[src/rtl/ps2_keypad_entry.sv]
// ---------------------------------------------------------------------------
// ps2_keypad_entry
//
// PS/2 keyboard receiver plus decimal-entry decoder. It turns key presses
// into an 8-bit committed value and single-cycle start/load strobes for the
// coin controller.
//
// Ports
//   clock          in   system clock; everything updates on the rising edge
//   reset          in   asynchronous, active-high; clears all state
//   ps2_clk        in   raw PS/2 clock (asynchronous)
//   ps2_dat        in   raw PS/2 data (asynchronous)
//   live_value     out  decimal accumulator being typed
//   digit_count    out  digits currently held in the accumulator (0..3)
//   entered_value  out  last value committed by Enter
//   value_valid    out  one-cycle pulse when entered_value updates
//   start_pulse    out  one-cycle pulse on the S make code
//   load_pulse     out  one-cycle pulse on the L make code
//   overflow       out  sticky; entry exceeded 255 (cleared by Enter/Escape)
//   frame_error    out  one-cycle pulse on a bad or aborted frame
//   scan_code      out  last good scan code received
//
// Handshake: there is no back-pressure. code_strobe is a one-cycle valid
// qualifying scan_code; the decoder always consumes it in that same cycle.
// The output pulses are one-cycle valids with no ready.
// ---------------------------------------------------------------------------
module ps2_keypad_entry #(
    parameter int TIMEOUT_CYCLES = 50000
) (
    input  logic       clock,
    input  logic       reset,
    input  logic       ps2_clk,
    input  logic       ps2_dat,
    output logic [7:0] live_value,
    output logic [1:0] digit_count,
    output logic [7:0] entered_value,
    output logic       value_valid,
    output logic       start_pulse,
    output logic       load_pulse,
    output logic       overflow,
    output logic       frame_error,
    output logic [7:0] scan_code
);

    localparam int TW = $clog2(TIMEOUT_CYCLES + 1);

    typedef enum logic [1:0] {
        ST_IDLE,
        ST_DATA,
        ST_PARITY,
        ST_STOP
    } rx_state_t;

    // -----------------------------------------------------------------------
    // Synchronisers and falling-edge detect
    // -----------------------------------------------------------------------
    logic clk_s1, clk_s2, clk_prev;
    logic dat_s1, dat_s2;
    logic fall;

    // Flops clear to 0 so that a line already high at reset release shows a
    // rising edge, never a spurious falling one.
    always_ff @(posedge clock or posedge reset) begin
        if (reset) begin
            clk_s1   <= 1'b0;
            clk_s2   <= 1'b0;
            clk_prev <= 1'b0;
            dat_s1   <= 1'b0;
            dat_s2   <= 1'b0;
        end else begin
            clk_s1   <= ps2_clk;
            clk_s2   <= clk_s1;
            clk_prev <= clk_s2;
            dat_s1   <= ps2_dat;
            dat_s2   <= dat_s1;
        end
    end

    assign fall = clk_prev & ~clk_s2;

    // -----------------------------------------------------------------------
    // Receiver FSM
    // -----------------------------------------------------------------------
    rx_state_t      state_q, state_d;
    logic [2:0]     bit_cnt;
    logic [7:0]     shift_q;
    logic           parity_q;
    logic [TW-1:0]  timeout_cnt;
    logic           timeout_hit;
    logic           start_err;
    logic           frame_done;
    logic           frame_good;
    logic           code_strobe;

    // timeout_cnt holds the number of cycles since the last falling edge, so
    // the abort registers frame_error exactly TIMEOUT_CYCLES after that edge.
    assign timeout_hit = (state_q != ST_IDLE) && !fall &&
                         (timeout_cnt == TW'(TIMEOUT_CYCLES - 1));

    always_ff @(posedge clock or posedge reset) begin
        if (reset) begin
            state_q <= ST_IDLE;
        end else begin
            state_q <= state_d;
        end
    end

    always_comb begin
        state_d    = state_q;
        start_err  = 1'b0;
        frame_done = 1'b0;
        frame_good = 1'b0;
        if (timeout_hit) begin
            state_d = ST_IDLE;
        end else if (fall) begin
            case (state_q)
                ST_IDLE: begin
                    if (!dat_s2) state_d = ST_DATA;
                    else         start_err = 1'b1;
                end
                ST_DATA: begin
                    if (bit_cnt == 3'd7) state_d = ST_PARITY;
                end
                ST_PARITY: state_d = ST_STOP;
                ST_STOP: begin
                    state_d    = ST_IDLE;
                    frame_done = 1'b1;
                    // Odd parity over data+parity, and stop bit must be 1.
                    frame_good = (^{shift_q, parity_q}) & dat_s2;
                end
                default: state_d = ST_IDLE;
            endcase
        end
    end

    always_ff @(posedge clock or posedge reset) begin
        if (reset) begin
            bit_cnt     <= 3'd0;
            shift_q     <= 8'd0;
            parity_q    <= 1'b0;
            timeout_cnt <= '0;
            code_strobe <= 1'b0;
            scan_code   <= 8'd0;
            frame_error <= 1'b0;
        end else begin
            code_strobe <= 1'b0;
            frame_error <= 1'b0;

            if (fall)                   timeout_cnt <= TW'(1);
            else if (state_q == ST_IDLE) timeout_cnt <= '0;
            else                        timeout_cnt <= timeout_cnt + TW'(1);

            if (fall && !timeout_hit) begin
                case (state_q)
                    ST_IDLE:   bit_cnt <= 3'd0;
                    ST_DATA: begin
                        shift_q <= {dat_s2, shift_q[7:1]};  // LSB arrives first
                        bit_cnt <= bit_cnt + 3'd1;
                    end
                    ST_PARITY: parity_q <= dat_s2;
                    default:   ;
                endcase
            end

            if (frame_done) begin
                if (frame_good) begin
                    code_strobe <= 1'b1;
                    scan_code   <= shift_q;
                end else begin
                    frame_error <= 1'b1;
                end
            end

            if (start_err || timeout_hit) frame_error <= 1'b1;
        end
    end

    // -----------------------------------------------------------------------
    // Decoder
    // -----------------------------------------------------------------------
    logic        is_digit;
    logic [3:0]  digit_val;
    logic [11:0] digit_sum;
    logic        break_pending;
    logic        ext_pending;

    always_comb begin
        is_digit  = 1'b1;
        digit_val = 4'd0;
        case (scan_code)
            8'h45: digit_val = 4'd0;
            8'h16: digit_val = 4'd1;
            8'h1E: digit_val = 4'd2;
            8'h26: digit_val = 4'd3;
            8'h25: digit_val = 4'd4;
            8'h2E: digit_val = 4'd5;
            8'h36: digit_val = 4'd6;
            8'h3D: digit_val = 4'd7;
            8'h3E: digit_val = 4'd8;
            8'h46: digit_val = 4'd9;
            default: is_digit = 1'b0;
        endcase
    end

    // live_value*10 + digit; 12 bits holds the worst case 2559.
    assign digit_sum = ({4'd0, live_value} << 3) + ({4'd0, live_value} << 1) +
                       {8'd0, digit_val};

    always_ff @(posedge clock or posedge reset) begin
        if (reset) begin
            live_value    <= 8'd0;
            digit_count   <= 2'd0;
            entered_value <= 8'd0;
            value_valid   <= 1'b0;
            start_pulse   <= 1'b0;
            load_pulse    <= 1'b0;
            overflow      <= 1'b0;
            break_pending <= 1'b0;
            ext_pending   <= 1'b0;
        end else begin
            value_valid <= 1'b0;
            start_pulse <= 1'b0;
            load_pulse  <= 1'b0;

            if (code_strobe) begin
                if (break_pending) begin
                    // Code after a break prefix is a release: swallow it.
                    break_pending <= 1'b0;
                    ext_pending   <= 1'b0;
                end else if (ext_pending) begin
                    // E0 F0 xx: keep ext set so xx is swallowed with both flags.
                    if (scan_code == 8'hF0) break_pending <= 1'b1;
                    else                    ext_pending   <= 1'b0;
                end else begin
                    case (scan_code)
                        8'hF0: break_pending <= 1'b1;
                        8'hE0: ext_pending   <= 1'b1;
                        8'h66: begin
                            if (digit_count != 2'd0) begin
                                live_value  <= live_value / 8'd10;
                                digit_count <= digit_count - 2'd1;
                            end
                        end
                        8'h76: begin
                            live_value  <= 8'd0;
                            digit_count <= 2'd0;
                            overflow    <= 1'b0;
                        end
                        8'h5A: begin
                            entered_value <= live_value;
                            value_valid   <= 1'b1;
                            live_value    <= 8'd0;
                            digit_count   <= 2'd0;
                            overflow      <= 1'b0;
                        end
                        8'h1B: start_pulse <= 1'b1;
                        8'h4B: load_pulse  <= 1'b1;
                        default: begin
                            if (is_digit && digit_count != 2'd3) begin
                                digit_count <= digit_count + 2'd1;
                                if (digit_sum > 12'd255) begin
                                    live_value <= 8'd255;
                                    overflow   <= 1'b1;
                                end else begin
                                    live_value <= digit_sum[7:0];
                                end
                            end
                        end
                    endcase
                end
            end
        end
    end

endmodule

[config.mk]
export PLATFORM = sky130hd
export DESIGN_NAME = ps2_keypad_entry
export DESIGN_NICKNAME = d
export VERILOG_FILES = /design/src/rtl/ps2_keypad_entry.sv
export SDC_FILE = /design/constraint.sdc
export NUM_CORES = 1
export LEC_CHECK = 0
export ABC_AREA = 1
export BUFFER_PORTS_ARGS = -buffer_cell sky130_fd_sc_hd__buf_4
export CAP_MARGIN = 40
export CORE_ASPECT_RATIO = 1.4
export CORE_UTILIZATION = 54
export CTS_BUF_LIST = sky130_fd_sc_hd__clkbuf_16
export CTS_CLUSTER_DIAMETER = 30
export DETAILED_ROUTE_END_ITERATION = 10
export PLACE_DENSITY = 0.76
export SKIP_LAST_GASP = 1
export SLEW_MARGIN = 0
export SYNTH_ARGS = -nofsm -noshare
export SYNTH_HDL_FRONTEND = slang
export SYNTH_SLANG_ARGS = --single-unit
[constraint.sdc]
create_clock -name clock -period 3.3 [get_ports clock]
set_input_delay 0.33 -clock clock [delete_from_list [all_inputs] [get_ports clock]]
set_output_delay 0.33 -clock clock [all_outputs]
set_load 0.02 [all_outputs]
; Word-level counts from Yosys, hierarchy flattened
; Cells that the tools add are included.
; Widths: inputs -> output; s select.
[op_classes]
bitwise_logic = 7
magnitude_cmp = 1
n_addsub = 6
n_reduce_logical = 28
div_mod_pow = 1
n_mux = 52
eq_ne = 26
[ops]
columns = op, count
row1 = $eq 8x6->1 const B, 6
row2 = $eq 8x7->1 const B, 6
row3 = $pmux 4 s9, 1
row4 = $mux 1, 35
row5 = $mux 16, 2
row6 = $eq 8x5->1 const B, 3
row7 = $mux 8, 3
row8 = $pmux 8 s3, 1
row9 = $add 16x1->16 const B, 1
row10 = $eq 16x16->1 const B, 1
row11 = $eq 8x8->1 const B, 2
row12 = $add 11x9->12, 1
row13 = $add 12x4->12, 1
row14 = $gt 12x8->1 const B, 1
row15 = $mux 2, 6
row16 = $reduce_and 6->1, 2
row17 = $reduce_bool 2->1, 6
row18 = $reduce_or 10->1, 1
row19 = $reduce_xor 9->1, 1
row20 = $div 8x4->8 const B, 1
row21 = $pmux 2 s4, 1
row22 = $reduce_and 2->1, 4
row23 = $ne 3x3->1 const B, 2
row24 = $pmux 2 s3, 1
row25 = other kinds (21), 32
[totals]
regBits = 69
elab_cells = 143
output_inout_bits = 31

; Longest topological paths before layout
[logic_depth]
ltp_word = 9
ltp_mapped = 23
depth_no_buf = 23

; Worst setup path before layout
; Ideal clock, no wire load.
[synth_timing]
kind = flip-flop to flip-flop
startpoint = register scan_code[0]
endpoint = register live_value[1]
arrival_ps = 3182
required_time_ps = 3177
path_stages_with_launch = 24
synth_period_minus_slack_ps = 3305
setup_time_ps = 123
setup_slack_ps = -5
cell_sequence = dfrtp_1 inv_2 nand2_2 nor3_4 inv_2 a21oi_2 inv_1 and2_4 inv_1 ha_1 ha_1 fa_1 nand3_1 nand2_1 nand2_1 a21oi_1 o21ai_0 nand2_1 nor3_1 nand2_1 inv_1 nand2_1 a21oi_1 a21oi_2
[synth_between]
elab_chain_cells = 7
word_cells_on_any_way = 32
classes_between = add/sub (1) / order compare (1) / eq/ne (18) / mux (5) / bitwise (1) / reduce/logical (6)
[synth_lines]
columns = element, line
row1 = start: declaration, 42  ; output logic [7:0] scan_code
row2 = start signal: assignment, 168  ; scan_code <= shift_q;
row3 = $eq 8x7->1 (tied with other cells), 190  ; case (scan_code)
row4 = $pmux 4 s9, 190
row5 = $add 12x4->12, 206  ; assign digit_sum = ({4'd0, live_value} << 3) + ({4'd0, live_value} << 1) +
row6 = $gt 12x8->1, 261  ; if (digit_sum > 12'd255) begin
row7 = $mux 8, 261
row8 = $mux 8, 259  ; if (is_digit && digit_count != 2'd3) begin
row9 = $pmux 8 s3, 235  ; case (scan_code)
row10 = end signal: assignment, 240  ; live_value <= live_value / 8'd10;
row11 = end signal: assignment, 265  ; live_value <= digit_sum[7:0];
row12 = end: declaration, 34  ; output logic [7:0] live_value,
; Parallel ways exist; a longest one is shown, timed or not. The select of a mux whose other input is x is not followed.
; A chain may end at the register's enable or synchronous reset.

; Worst setup path after layout
[layout_timing]
startpoint = register scan_code[3]
endpoint = register live_value[1]
; Same word-level chain as after synthesis.

==> impl_metrics.tcl <==
set metrics [dict create \
    cts_root_buf "clkbuf_16" \
    rows 36 \
    num_vias 3561 \
    worst_setup_path_end_kind "register" \
    start_util_pct 56.9 \
    fill_cells 546 \
    cp_data_arrival_time_ns 3.52 \
    ctsHoldBuffers 0 \
    grt_pass1_vias 3447 \
    cts_tree "built" \
    finalCriticalPeriod_ns 3.29 \
    cellPowerDensity_nw_per_um2 541 \
    drt_iter0_drc 136 \
    path_clk_slew_ns 0.06 \
    ant_nets 0 \
    final_cell_mix "nand2_1, dfrtp_1, inv_1" \
    worstMarginPinSlew_ns 0.613 \
    core_area_um2 7070 \
    grt_max_degree 28 \
    drive_gt1_share_pct 24.2 \
    via_per_inst 5.38 \
    antenna_found_initial 0 \
    dieHeight_um 104 \
    syn_area_per_cell_um2 8.10 \
    hp-class "input port to asynchronous set/reset pin" \
    track_usage_pct 24.9 \
    synthCells 497 \
    antenna_cells 0 \
    hpwl_mm 6.56 \
    final_nets 591 \
    fin_area_um2 5030 \
    slew_violations 0 \
    synth_cell_types 41 \
    leakage_nw 2.56 \
    cts_buffers 9 \
    critPathMaxFanout 5 \
    hold_ws_ns 0.0687 \
    cp-start-kind "register" \
    routed_wl_mm 9.13 \
    cap_violations 0 \
    yosysSeqAreaShare_pct 42.9 \
    synth-seq-cells 69 \
    clk_latency_ns 0.34 \
    max_slew_margin_pct 59.1 \
    cts_max_level 3 \
    placed_area_um2 4530 \
    crit_type "register to register" \
    vdd_drop_max_v 0.000476 \
    routedWlPerCell_um 13.8 \
    final_common_cell "nand2_1" \
    grt_pass1_wl_mm 14.8 \
    place_congestion 0.940 \
    clk_path_buf_depth 2 \
    ioPinCount 35 \
    final-hold-violation-count 0 \
    grt_setup_unrepaired "true" \
    fin_crit_sh_pct 99.7 \
    drt_first_pass_iters 5 \
    fmax_mhz 304 \
    areaGrowthSynthToFinish_pct 25.0 \
    setup_viol_count_final 0 \
    finClkSkew_ns 0.00710 \
    overflow 0 \
    die_area_um2 7810 \
    syn-num-nets 526 \
    status "finished, final reports clean" \
    cts_sinks 69 \
    critical_path_required_ns 3.53 \
    port-buffer-count 34 \
    drc_errors 0 \
    die_x_um 75.0 \
    synth_warnings 0 \
    syn-cell-area_um2 4020 \
]
-- report_power, final --
group | total, mW | internal (mW) | leakage [nW] | switching (mW)
Clock | 1.13 | 0.741 | 0.166 | 0.384
Combinational | 0.566 | 0.245 | 1.46 | 0.321
Sequential | 1.03 | 0.942 | 0.932 | 0.0892
-- cell type report --
class	instances	area (µm²)	area share [%]
clock buffer	9	225	4.48
inverter	73	277	5.50
clock inverter	7	124	2.46
sequential	69	1730	34.4
tap	95	119	2.36
timing repair buffer	60	470	9.36
multi-input combinational	349	2080	41.4
-- state kept, by name, summed over array words and instances, names as in the netlist --
register / count
start_pulse: 1
state_q: 2
break_pending: 1
value_valid: 1
code_strobe: 1
scan_code: 8
clk_s2: 1
live_value: 8
entered_value: 8
dat_s1: 1
digit_count: 2
shift_q: 8
load_pulse: 1
frame_error: 1
clk_prev: 1
bit_cnt: 3
parity_q: 1
timeout_cnt: 16
dat_s2: 1
ext_pending: 1
clk_s1: 1
overflow: 1
-- final timing paths --
check | from | to | slack [ns] | cells after the start
worst max register to register | scan_code[3] | live_value[1] | 0.01 | 19
worst min-delay path | reset | timeout_cnt[9] | 0.07 | 2
min in group clock | ps2_clk | clk_s1 | 0.10 | 1
max in group asynchronous | reset | shift_q[3] | 2.64 | 3
worst max-delay path | scan_code[3] | live_value[1] | 0.01 | 19
worst min register to register | dat_s1 | dat_s2 | 0.35 | 0
-- cells in the mapped netlist --
library cell | n | area, µm²
xnor2_1 | 7 | 61.3
and3_1 | 1 | 6.26
fa_1 | 2 | 40.0
nand2_4 | 2 | 22.5
inv_4 | 1 | 6.26
dfrtp_1 | 69 | 1730
nand3_4 | 1 | 17.5
o221ai_1 | 1 | 8.76
inv_2 | 7 | 26.3
o211ai_1 | 3 | 22.5
or3_1 | 1 | 6.26
nor3_2 | 2 | 20.0
nor2_2 | 4 | 25.0
o221a_2 | 2 | 22.5
nand2_2 | 8 | 50.1
a21oi_2 | 3 | 26.3
o21ai_0 | 44 | 220
nor2_1 | 41 | 154
xor2_1 | 7 | 61.3
a31oi_2 | 2 | 25.0
nand2_1 | 111 | 417
a21oi_1 | 18 | 90.1
inv_1 | 64 | 240
nor4_1 | 4 | 25.0
and2_4 | 1 | 8.76
nor3_1 | 13 | 65.1
nand4_1 | 5 | 31.3
clkbuf_1 | 4 | 15.0
nand3_1 | 25 | 125
nand3_2 | 2 | 20.0
nor3_4 | 2 | 32.5
o22ai_1 | 3 | 18.8
a22oi_1 | 2 | 15.0
o21ai_2 | 1 | 8.76
clkinv_1 | 1 | 3.75
o21ai_1 | 6 | 30.0
o211a_1 | 1 | 10.0
buf_4 | 1 | 7.51
o311ai_0 | 1 | 8.76
ha_1 | 23 | 288
buf_8 | 1 | 15.0
-- per-layer routing --
metal	vias to the layer above	track usage, %	routed length [µm]	share of wire [%]
li1	1763	-	-	-
met1	1683	26.7	3550	39
met2	86	44.2	4940	54
met3	29	4.46	329	3.6
met4	0	13.7	312	3.4
met5	-	0	0	0
-- cell families (layout without fill, tap and decap cells) --
| kind of cell | count (synthesis) | after routing | share of synthesized area (%) |
|---|---|---|---|
| buffers and inverters | 79 | 149 | 7.80 |
| adders and majority gates | 25 | 25 | 8.15 |
| xor gates and xnor gates | 14 | 14 | 3.05 |
| DFF | 69 | 69 | 42.9 |
| and+or+nand+nor | 223 | 223 | 25.5 |
| AOI/OAI and AO/OA | 87 | 87 | 12.6 |
-- worst max-delay path: stages (launching register included) --
cell	delay [ns]
dfrtp_1	0.44
nor4_1	0.50
a21oi_2	0.09
and2_4	0.18
inv_2	0.06
ha_4	0.20
ha_4	0.16
fa_2	0.36
nand3_2	0.09
nand2_1	0.08
nand2_2	0.09
a21oi_2	0.06
o21ai_1	0.12
nand2_1	0.10
nor3_4	0.15
nand2_2	0.11
inv_2	0.09
nand2_2	0.05
a21oi_2	0.16
a21oi_2	0.07
-- through the flow --
stage | utilization, % | std cells | power [mW] | setup slack (ns) | TNS (ns)
floorplan | - | 497 | 1.40 | 0.00138 | 0
global placement | 63.7 | 639 | 1.55 | 0.0238 | 0
detailed placement | 64.1 | 640 | 1.57 | -0.107 | -0.655
CTS | 69.6 | 658 | 2.71 | 0.0247 | 0
global route | 71.1 | 662 | 2.85 | -0.134 | -0.709
finish | 71.1 | 662 | 2.72 | 0.0111 | 0
-- what timing repair did --
action / CTS / global route
pin swaps: 3 / 13
gates resized for setup: 8 / 19
buffers inserted: 2 / 4
endpoints found under the setup margin: 9 / 9
gates cloned: 0 / 0
No activity file was read; power rests on OpenSTA's default activity.
